### src/rtl/pcm_capture_ctrl_if.sv
// Sample stream handshake between pcm_capture_ctrl (master) and the bus side (slave).
interface pcm_capture_ctrl_if;
  logic signed [15:0] smp_data;
  logic               smp_valid;
  logic               smp_ready;

  modport master (output smp_data, output smp_valid, input smp_ready);
  modport slave  (input smp_data, input smp_valid, output smp_ready);
endinterface

### src/rtl/pcm_capture_ctrl.sv
// Microphone PCM chain sequencer: chain reset, config latch, warm-up discard, 4-entry sample FIFO.
// Optional peak-magnitude tracker enabled by defining PCM_CAPTURE_PEAK_EN.
module pcm_capture_ctrl #(
  parameter int WARM_W = 8
) (
  input  logic                clk,
  input  logic                rst,
  input  logic                start,
  input  logic                stop,
  input  logic [7:0]          cfg_prescaler,
  input  logic signed [15:0]  cfg_b0,
  input  logic signed [15:0]  cfg_b1,
  input  logic [WARM_W-1:0]   cfg_warmup,
  input  logic                ce_pcm,
  input  logic signed [15:0]  fir_out,
  output logic                chain_rst,
  output logic [7:0]          prescaler,
  output logic signed [15:0]  b0,
  output logic signed [15:0]  b1,
  pcm_capture_ctrl_if.master  smp,
  output logic                busy,
  output logic                overflow
`ifdef PCM_CAPTURE_PEAK_EN
  ,
  output logic [15:0]         peak
`endif
);

  typedef enum logic [2:0] {
    ST_IDLE   = 3'd0,
    ST_RESET  = 3'd1,
    ST_WARMUP = 3'd2,
    ST_RUN    = 3'd3,
    ST_DRAIN  = 3'd4
  } state_t;

  state_t              state_r;
  logic [1:0]          rst_cnt_r;
  logic [WARM_W-1:0]   warm_cnt_r;
  logic [WARM_W-1:0]   warm_cfg_r;
  logic [WARM_W-1:0]   warm_inc_s;
  logic                chain_rst_r;
  logic [7:0]          prescaler_r;
  logic signed [15:0]  b0_r;
  logic signed [15:0]  b1_r;
  logic                busy_r;
  logic                overflow_r;
  logic                strobe_r;

  logic signed [15:0]  mem_r [4];
  logic [1:0]          wr_ptr_r;
  logic [1:0]          rd_ptr_r;
  logic [2:0]          count_r;
  logic                smp_valid_r;
  logic signed [15:0]  smp_data_r;

  logic                push_s;
  logic                pop_s;
  logic                wr_en_s;
  logic                drop_s;
  logic                flush_s;
  logic [2:0]          count_nxt_s;
  logic [1:0]          rd_ptr_nxt_s;
  logic signed [15:0]  head_nxt_s;

  assign chain_rst     = chain_rst_r;
  assign prescaler     = prescaler_r;
  assign b0            = b0_r;
  assign b1            = b1_r;
  assign busy          = busy_r;
  assign overflow      = overflow_r;
  assign smp.smp_valid = smp_valid_r;
  assign smp.smp_data  = smp_data_r;

  // FIFO control and next-head selection; a write into the slot that becomes head is forwarded into the head register
  always_comb begin
    push_s       = strobe_r && (state_r == ST_RUN);
    pop_s        = smp_valid_r && smp.smp_ready;
    wr_en_s      = push_s && ((count_r != 3'd4) || pop_s);
    drop_s       = push_s && (count_r == 3'd4) && !pop_s;
    flush_s      = (state_r == ST_IDLE) ||
                   ((state_r == ST_WARMUP) && stop) ||
                   ((state_r == ST_DRAIN) && (count_r == 3'd0));
    count_nxt_s  = count_r + {2'b00, wr_en_s} - {2'b00, pop_s};
    rd_ptr_nxt_s = rd_ptr_r + {1'b0, pop_s};
    warm_inc_s   = warm_cnt_r + WARM_W'(1);
    if (wr_en_s && (wr_ptr_r == rd_ptr_nxt_s)) begin
      head_nxt_s = fir_out;
    end else begin
      head_nxt_s = mem_r[rd_ptr_nxt_s];
    end
  end

  // Session FSM with registered chain reset, config latch, busy, strobe pipeline and sticky overflow
  always_ff @(posedge clk or posedge rst) begin
    if (rst) begin
      state_r     <= ST_IDLE;
      rst_cnt_r   <= 2'd0;
      warm_cnt_r  <= {WARM_W{1'b0}};
      warm_cfg_r  <= {WARM_W{1'b0}};
      chain_rst_r <= 1'b1;
      prescaler_r <= 8'd0;
      b0_r        <= 16'sd0;
      b1_r        <= 16'sd0;
      busy_r      <= 1'b0;
      overflow_r  <= 1'b0;
      strobe_r    <= 1'b0;
    end else begin
      busy_r     <= (state_r != ST_IDLE);
      strobe_r   <= chain_rst_r ? 1'b0 : ce_pcm;
      overflow_r <= ((state_r == ST_IDLE) && start) ? 1'b0 : (overflow_r | drop_s);
      case (state_r)
        ST_IDLE: begin
          if (start) begin
            prescaler_r <= cfg_prescaler;
            b0_r        <= cfg_b0;
            b1_r        <= cfg_b1;
            warm_cfg_r  <= cfg_warmup;
            rst_cnt_r   <= 2'd0;
            chain_rst_r <= 1'b1;
            state_r     <= ST_RESET;
          end
        end
        ST_RESET: begin
          if (rst_cnt_r == 2'd3) begin
            chain_rst_r <= 1'b0;
            warm_cnt_r  <= {WARM_W{1'b0}};
            state_r     <= (warm_cfg_r == {WARM_W{1'b0}}) ? ST_RUN : ST_WARMUP;
          end else begin
            rst_cnt_r <= rst_cnt_r + 2'd1;
          end
        end
        ST_WARMUP: begin
          if (stop) begin
            chain_rst_r <= 1'b1;
            state_r     <= ST_IDLE;
          end else if (strobe_r) begin
            warm_cnt_r <= warm_inc_s;
            if (warm_inc_s == warm_cfg_r) begin
              state_r <= ST_RUN;
            end
          end
        end
        ST_RUN: begin
          if (stop) begin
            state_r <= ST_DRAIN;
          end
        end
        ST_DRAIN: begin
          if (count_r == 3'd0) begin
            chain_rst_r <= 1'b1;
            state_r     <= ST_IDLE;
          end
        end
        default: begin
          chain_rst_r <= 1'b1;
          state_r     <= ST_IDLE;
        end
      endcase
    end
  end

  // Sample FIFO storage, pointers and head registers; data holds while stalled
  always_ff @(posedge clk or posedge rst) begin
    if (rst) begin
      for (int i = 0; i < 4; i++) begin
        mem_r[i] <= 16'sd0;
      end
      wr_ptr_r    <= 2'd0;
      rd_ptr_r    <= 2'd0;
      count_r     <= 3'd0;
      smp_valid_r <= 1'b0;
      smp_data_r  <= 16'sd0;
    end else if (flush_s) begin
      wr_ptr_r    <= 2'd0;
      rd_ptr_r    <= 2'd0;
      count_r     <= 3'd0;
      smp_valid_r <= 1'b0;
    end else begin
      if (wr_en_s) begin
        mem_r[wr_ptr_r] <= fir_out;
        wr_ptr_r        <= wr_ptr_r + 2'd1;
      end
      rd_ptr_r    <= rd_ptr_nxt_s;
      count_r     <= count_nxt_s;
      smp_valid_r <= (count_nxt_s != 3'd0);
      if (count_nxt_s != 3'd0) begin
        smp_data_r <= head_nxt_s;
      end
    end
  end

`ifdef PCM_CAPTURE_PEAK_EN
  logic [15:0] peak_r;

  function automatic logic [15:0] abs_sat(input logic signed [15:0] x);
    if (x == 16'sh8000) begin
      return 16'h7FFF;
    end else if (x < 16'sd0) begin
      return 16'(-x);
    end else begin
      return 16'(x);
    end
  endfunction

  assign peak = peak_r;

  // Peak |sample| over every pushed strobe, including samples dropped on overflow
  always_ff @(posedge clk or posedge rst) begin
    if (rst) begin
      peak_r <= 16'd0;
    end else if ((state_r == ST_IDLE) && start) begin
      peak_r <= 16'd0;
    end else if (push_s && (abs_sat(fir_out) > peak_r)) begin
      peak_r <= abs_sat(fir_out);
    end
  end
`endif

endmodule

### src/flat_wrapper.sv
// flat-port wrapper written by rule: the top's interface ports become plain ports
module pcm_capture_ctrl_flat 
#(
  parameter int WARM_W = 8
)
  (clk, rst, start, stop, cfg_prescaler, cfg_b0, cfg_b1, cfg_warmup, ce_pcm, fir_out, chain_rst, prescaler, b0, b1, busy, overflow, smp_smp_data, smp_smp_valid, smp_smp_ready);
  pcm_capture_ctrl_if smp_i ();
  input  logic clk;
  input  logic rst;
  input  logic start;
  input  logic stop;
  input  logic [7:0] cfg_prescaler;
  input  logic signed [15:0] cfg_b0;
  input  logic signed [15:0] cfg_b1;
  input  logic [WARM_W-1:0] cfg_warmup;
  input  logic ce_pcm;
  input  logic signed [15:0] fir_out;
  output logic chain_rst;
  output logic [7:0] prescaler;
  output logic signed [15:0] b0;
  output logic signed [15:0] b1;
  output logic busy;
  output logic overflow;
  output wire logic [$bits(smp_i.smp_data)-1:0] smp_smp_data;
  output wire logic [$bits(smp_i.smp_valid)-1:0] smp_smp_valid;
  input wire logic [$bits(smp_i.smp_ready)-1:0] smp_smp_ready;
  assign smp_smp_data = smp_i.smp_data;
  assign smp_smp_valid = smp_i.smp_valid;
  assign smp_i.smp_ready = smp_smp_ready;
  pcm_capture_ctrl #(.WARM_W(WARM_W)) u_core (.clk(clk), .rst(rst), .start(start), .stop(stop), .cfg_prescaler(cfg_prescaler), .cfg_b0(cfg_b0), .cfg_b1(cfg_b1), .cfg_warmup(cfg_warmup), .ce_pcm(ce_pcm), .fir_out(fir_out), .chain_rst(chain_rst), .prescaler(prescaler), .b0(b0), .b1(b1), .smp(smp_i), .busy(busy), .overflow(overflow));
endmodule
### config.mk
export PLATFORM = sky130hd
export DESIGN_NAME = pcm_capture_ctrl_flat
export DESIGN_NICKNAME = d
export VERILOG_FILES = /design/src/rtl/pcm_capture_ctrl_if.sv /design/src/rtl/pcm_capture_ctrl.sv /design/src/flat_wrapper.sv
export SDC_FILE = /design/constraint.sdc
export NUM_CORES = 1
export LEC_CHECK = 0
export CAP_MARGIN = 20
export CORE_MARGIN = 2
export CORE_UTILIZATION = 52
export CTS_CLUSTER_SIZE = 28
export DETAILED_ROUTE_END_ITERATION = 12
export PLACE_DENSITY = 0.91
export SLEW_MARGIN = 10
export SYNTH_ARGS = -nofsm -noshare
export SYNTH_HDL_FRONTEND = slang
export SYNTH_SLANG_ARGS = --single-unit
### constraint.sdc
create_clock -name clk -period 6.4 [get_ports clk]
set_input_delay 1.92 -clock clk [delete_from_list [all_inputs] [get_ports clk]]
set_output_delay 1.92 -clock clk [all_outputs]
set_load 0.01 [all_outputs]
==> reports/qor.csv <==
stage,metric,value,unit
synthesis,ys.flop_type,dfrtp_1,
grt,grt_first_pass_wirelength,24.9,mm
floorplan,die_h,120,um
timing,hold_viol,0,
worst_setup_path,rr_endpoint,u_core.smp.smp_data[3],
grt,grt_antenna_before_repair,0,
final_layout,layout_commonest_cell,dfrtp_1,
clock_network,ctsRootBufferMaster,clkbuf_16,
detailed_routing,via_per_inst,5.52,
floorplan,dieArea,14300,sq um
worst_setup_path,critical_path_class,in2reg,
worst_setup_path,path_buf_inv,2,
synthesis,yosysSeqAreaShare,55.0,%
final_layout,final_nets,695,
pwr,power_per_cell_area,445,nW/um^2
synthesis,syn_avg_cell_area,14.3,sq um
clock_network,insertion_delay,0.42,ns
worst_setup_path,crit_slowest_cell,a31o_2,
pwr,swShare,29.8,%
timing,skew,0.0111,ns
floorplan,die_x,120,um
timing,drv_slew,0,
placed_design,post-place-cells,771,
timing,max_freq,214,MHz
detailed_routing,ant_nets,0,
timing,min_period,4.67,ns
worst_setup_path,crit_required,6.70,ns
worst_setup_path,cp-end-kind,register,
detailed_routing,vias,4441,
floorplan,num_io_pins,130,
timing,setup_tns,0,ns
clock_network,h-tree-depth,4,
pwr,pwr-share-seq,36.7,%
synthesis,synthArstFlopShare,100,%
clock_network,path_clk_slew,0.06,ns
clock_network,cts_hold_buf,0,
synthesis,ys_warn_count,0,
run,cap_violations,0,
pwr,total_leakage_power,4.00,nW
timing,rsz0062_at_grt,no,
clock_network,cts.sinks,153,
detailed_routing,first_pass_iters,4,
synthesis,synth_fp_nets,566,
final_layout,fill_cells,880,
worst_setup_path,cp_top_family,compound AO/OA/AOI/OAI gates,
timing,final.period_utilization,72.9,%
floorplan,rows,42,
synthesis,synth_cell_types,50,
grt,grt_max_degree,122,
placed_design,finalWeightedCongestion,0.841,
worst_setup_path,critPathLaunch,smp_smp_ready,
grt,grt.total_usage,22.5,%
grt,grt_pass1_vias,4896,
worst_setup_path,rrSetupSlack,3.08,ns
worst_setup_path,crit_end,u_core.smp.smp_data[3],
worst_setup_path,critical_path.max_stage_delay,0.54,ns
clock_network,cts_tree,yes,
pwr,p_int,2.83,mW
clock_network,cts_buffers,17,
synthesis,ys_ff_latch,153,
final_layout,areaGrowthSynthToFinish,30.1,%
timing,finalSetupViolations,0,
final_layout,finalNonFillerCells,804,
placed_design,hpwl,9.94,mm
synthesis,synth-edff-count,0,
placed_design,numPortBuffers,129,
floorplan,initial_utilization,53.0,%
pwr,power.share.clock,26.6,%
detailed_routing,wl_per_cell,18.6,um
worst_setup_path,worstPathMaxFanout,17,
detailed_routing,wl,15.0,mm
final_layout,drive_gt1_share,32.5,%
clock_network,cts_buffer_depth,2,
detailed_routing,drc,0,
pwr,ir_drop,0.259,mV
pwr,comb_power_share,36.7,%
worst_setup_path,reg2reg_from,u_core.state_r[1],
synthesis,synth_area,6970,sq um
worst_setup_path,path_cells,clkdlybuf4s50_1 -> nand2_1 -> a311oi_4 -> ha_1 -> inv_1 -> fa_1 -> xor2_1 -> xnor2_1 -> a31o_2 -> mux2_2,
final_layout,mostFrequentLayoutCells,"152 x dfrtp_1, 135 x mux2_2, 129 x clkdlybuf4s50_1",
clock_network,cts-resized-gates,0,
grt,grt_overflow,0,
floorplan,core,13100,sq um
timing,slew_headroom,36.5,%
worst_setup_path,crit_arrival,4.97,ns
run_status,status,completed,
worst_setup_path,cp-start-kind,input pin,
worst_hold_path,worst_hold_path_type,reg2reg,
worst_setup_path,r2r_cells,9,
synthesis,syn_inst,486,
worst_setup_path,cp_num_cells,10,
clock_network,post_cts_buffers,0,
detailed_routing,drtIter0Drc,333,
pwr,p_switching,1.20,mW
timing,worst_pin_slew,0.953,ns
final_layout,antennaDiodeCount,0,
## cells in the mapped netlist (all sizes together) (4+ instances only)
| cell | n | area [sq um] |
|---|---|---|
| and2 | 4 | 25.0 |
| nor2b | 6 | 37.5 |
| o21ai | 12 | 60.1 |
| dfrtp | 152 | 3800 |
| inv | 14 | 52.6 |
| mux2 | 145 | 1670 |
| nand3 | 8 | 52.6 |
| o31ai | 5 | 37.5 |
| clkbuf | 5 | 18.8 |
| xnor2 | 10 | 87.6 |
| nor2 | 17 | 63.8 |
| buf | 19 | 109 |
| nand2 | 16 | 60.1 |
| mux4 | 16 | 360 |
| a21oi | 4 | 20.0 |
| ha | 9 | 113 |
| xor2 | 5 | 43.8 |
## final cells by class
class,instances,area (sq um),area share (%)
clock inverters,12,199,2.20
well taps,176,220,2.43
inverters,14,57.6,0.635
repair buffers,134,1350,14.9
multi-input cells,295,2970,32.8
clock buffers,20,437,4.82
flip-flops and latches,153,3830,42.3
## cell families (layout without fill, tap and decap cells)
family,after synthesis,count (layout),share of synthesized area [%]
AO/OA/AOI/OAI,36,36,3.65
AND/OR/NAND/NOR,72,72,5.69
buffers and inverters,38,180,2.59
XOR/XNOR,15,15,1.89
multiplexers,162,162,29.3
flip-flops,153,153,55.0
adder cells (fa/ha/maj),10,10,1.90
## through the flow
| step | utilization (%) | worst slack (ns) | hold slack (ns) | cell area (sq um) | power, mW |
|---|---|---|---|---|---|
| 6_report | 69.0 | 1.73 | 0.505 | 9060 | 4.03 |
| 5_1_grt | 69.0 | 1.58 | 0.513 | 9060 | 4.24 |
| 4_1_cts | 68.8 | 1.74 | 0.506 | 9030 | 4.06 |
| 3_5_place_dp | 63.9 | 1.30 | 0.493 | 8400 | 2.96 |
| 3_3_place_gp | 63.9 | 1.43 | 0.482 | 8400 | 2.89 |
| 2_1_floorplan | - | 0.360 | 0.463 | 6970 | 2.29 |
## sequential cells by signal, indices dropped and copies added, names as in the netlist
signal                flops
u_core.rst_cnt_r          2
u_core.warm_cnt_r         8
u_core.smp.smp_data      16
u_core.smp.smp_valid      1
u_core.busy               1
u_core.strobe_r           1
u_core.b1                16
u_core.state_r            3
u_core.overflow           1
u_core.mem_r             64
u_core.b0                16
u_core.prescaler          8
u_core.count_r            3
u_core.rd_ptr_r           2
u_core.warm_cfg_r         8
u_core.wr_ptr_r           2
u_core.chain_rst          1
## per-layer routing
layer / wire [um] / up-vias / GRT usage [%]
li1: - / 2007 / -
met1: 6270 / 2295 / 28.5
met2: 7870 / 118 / 38.0
met3: 571 / 21 / 5.51
met4: 268 / 0 / 7.72
met5: 0 / - / 0
## power by group through the flow
stage / registers [mW] / logic (mW) / clock network, mW
floorplan: 1.46 / 0.829 / 0
global placement: 1.46 / 1.43 / 0
detailed placement: 1.48 / 1.48 / 0
CTS: 1.48 / 1.49 / 1.09
global route: 1.51 / 1.59 / 1.13
finish: 1.48 / 1.48 / 1.07
## worst min-delay path by stage
stage	startpoint	end	slack [ns]	cells past startpoint
final	u_core.smp.smp_data[0]	u_core.smp.smp_data[0]	0.51	1
after global routing	u_core.mem_r[28]	u_core.mem_r[28]	0.51	1
after CTS	u_core.mem_r[28]	u_core.mem_r[28]	0.51	1
after detailed placement	u_core.mem_r[28]	u_core.mem_r[28]	0.49	1
after global placement	u_core.rst_cnt_r[0]	u_core.rst_cnt_r[0]	0.48	1
after floorplan	u_core.rst_cnt_r[0]	u_core.rst_cnt_r[0]	0.46	1
No activity file was read; power rests on OpenSTA's default activity.
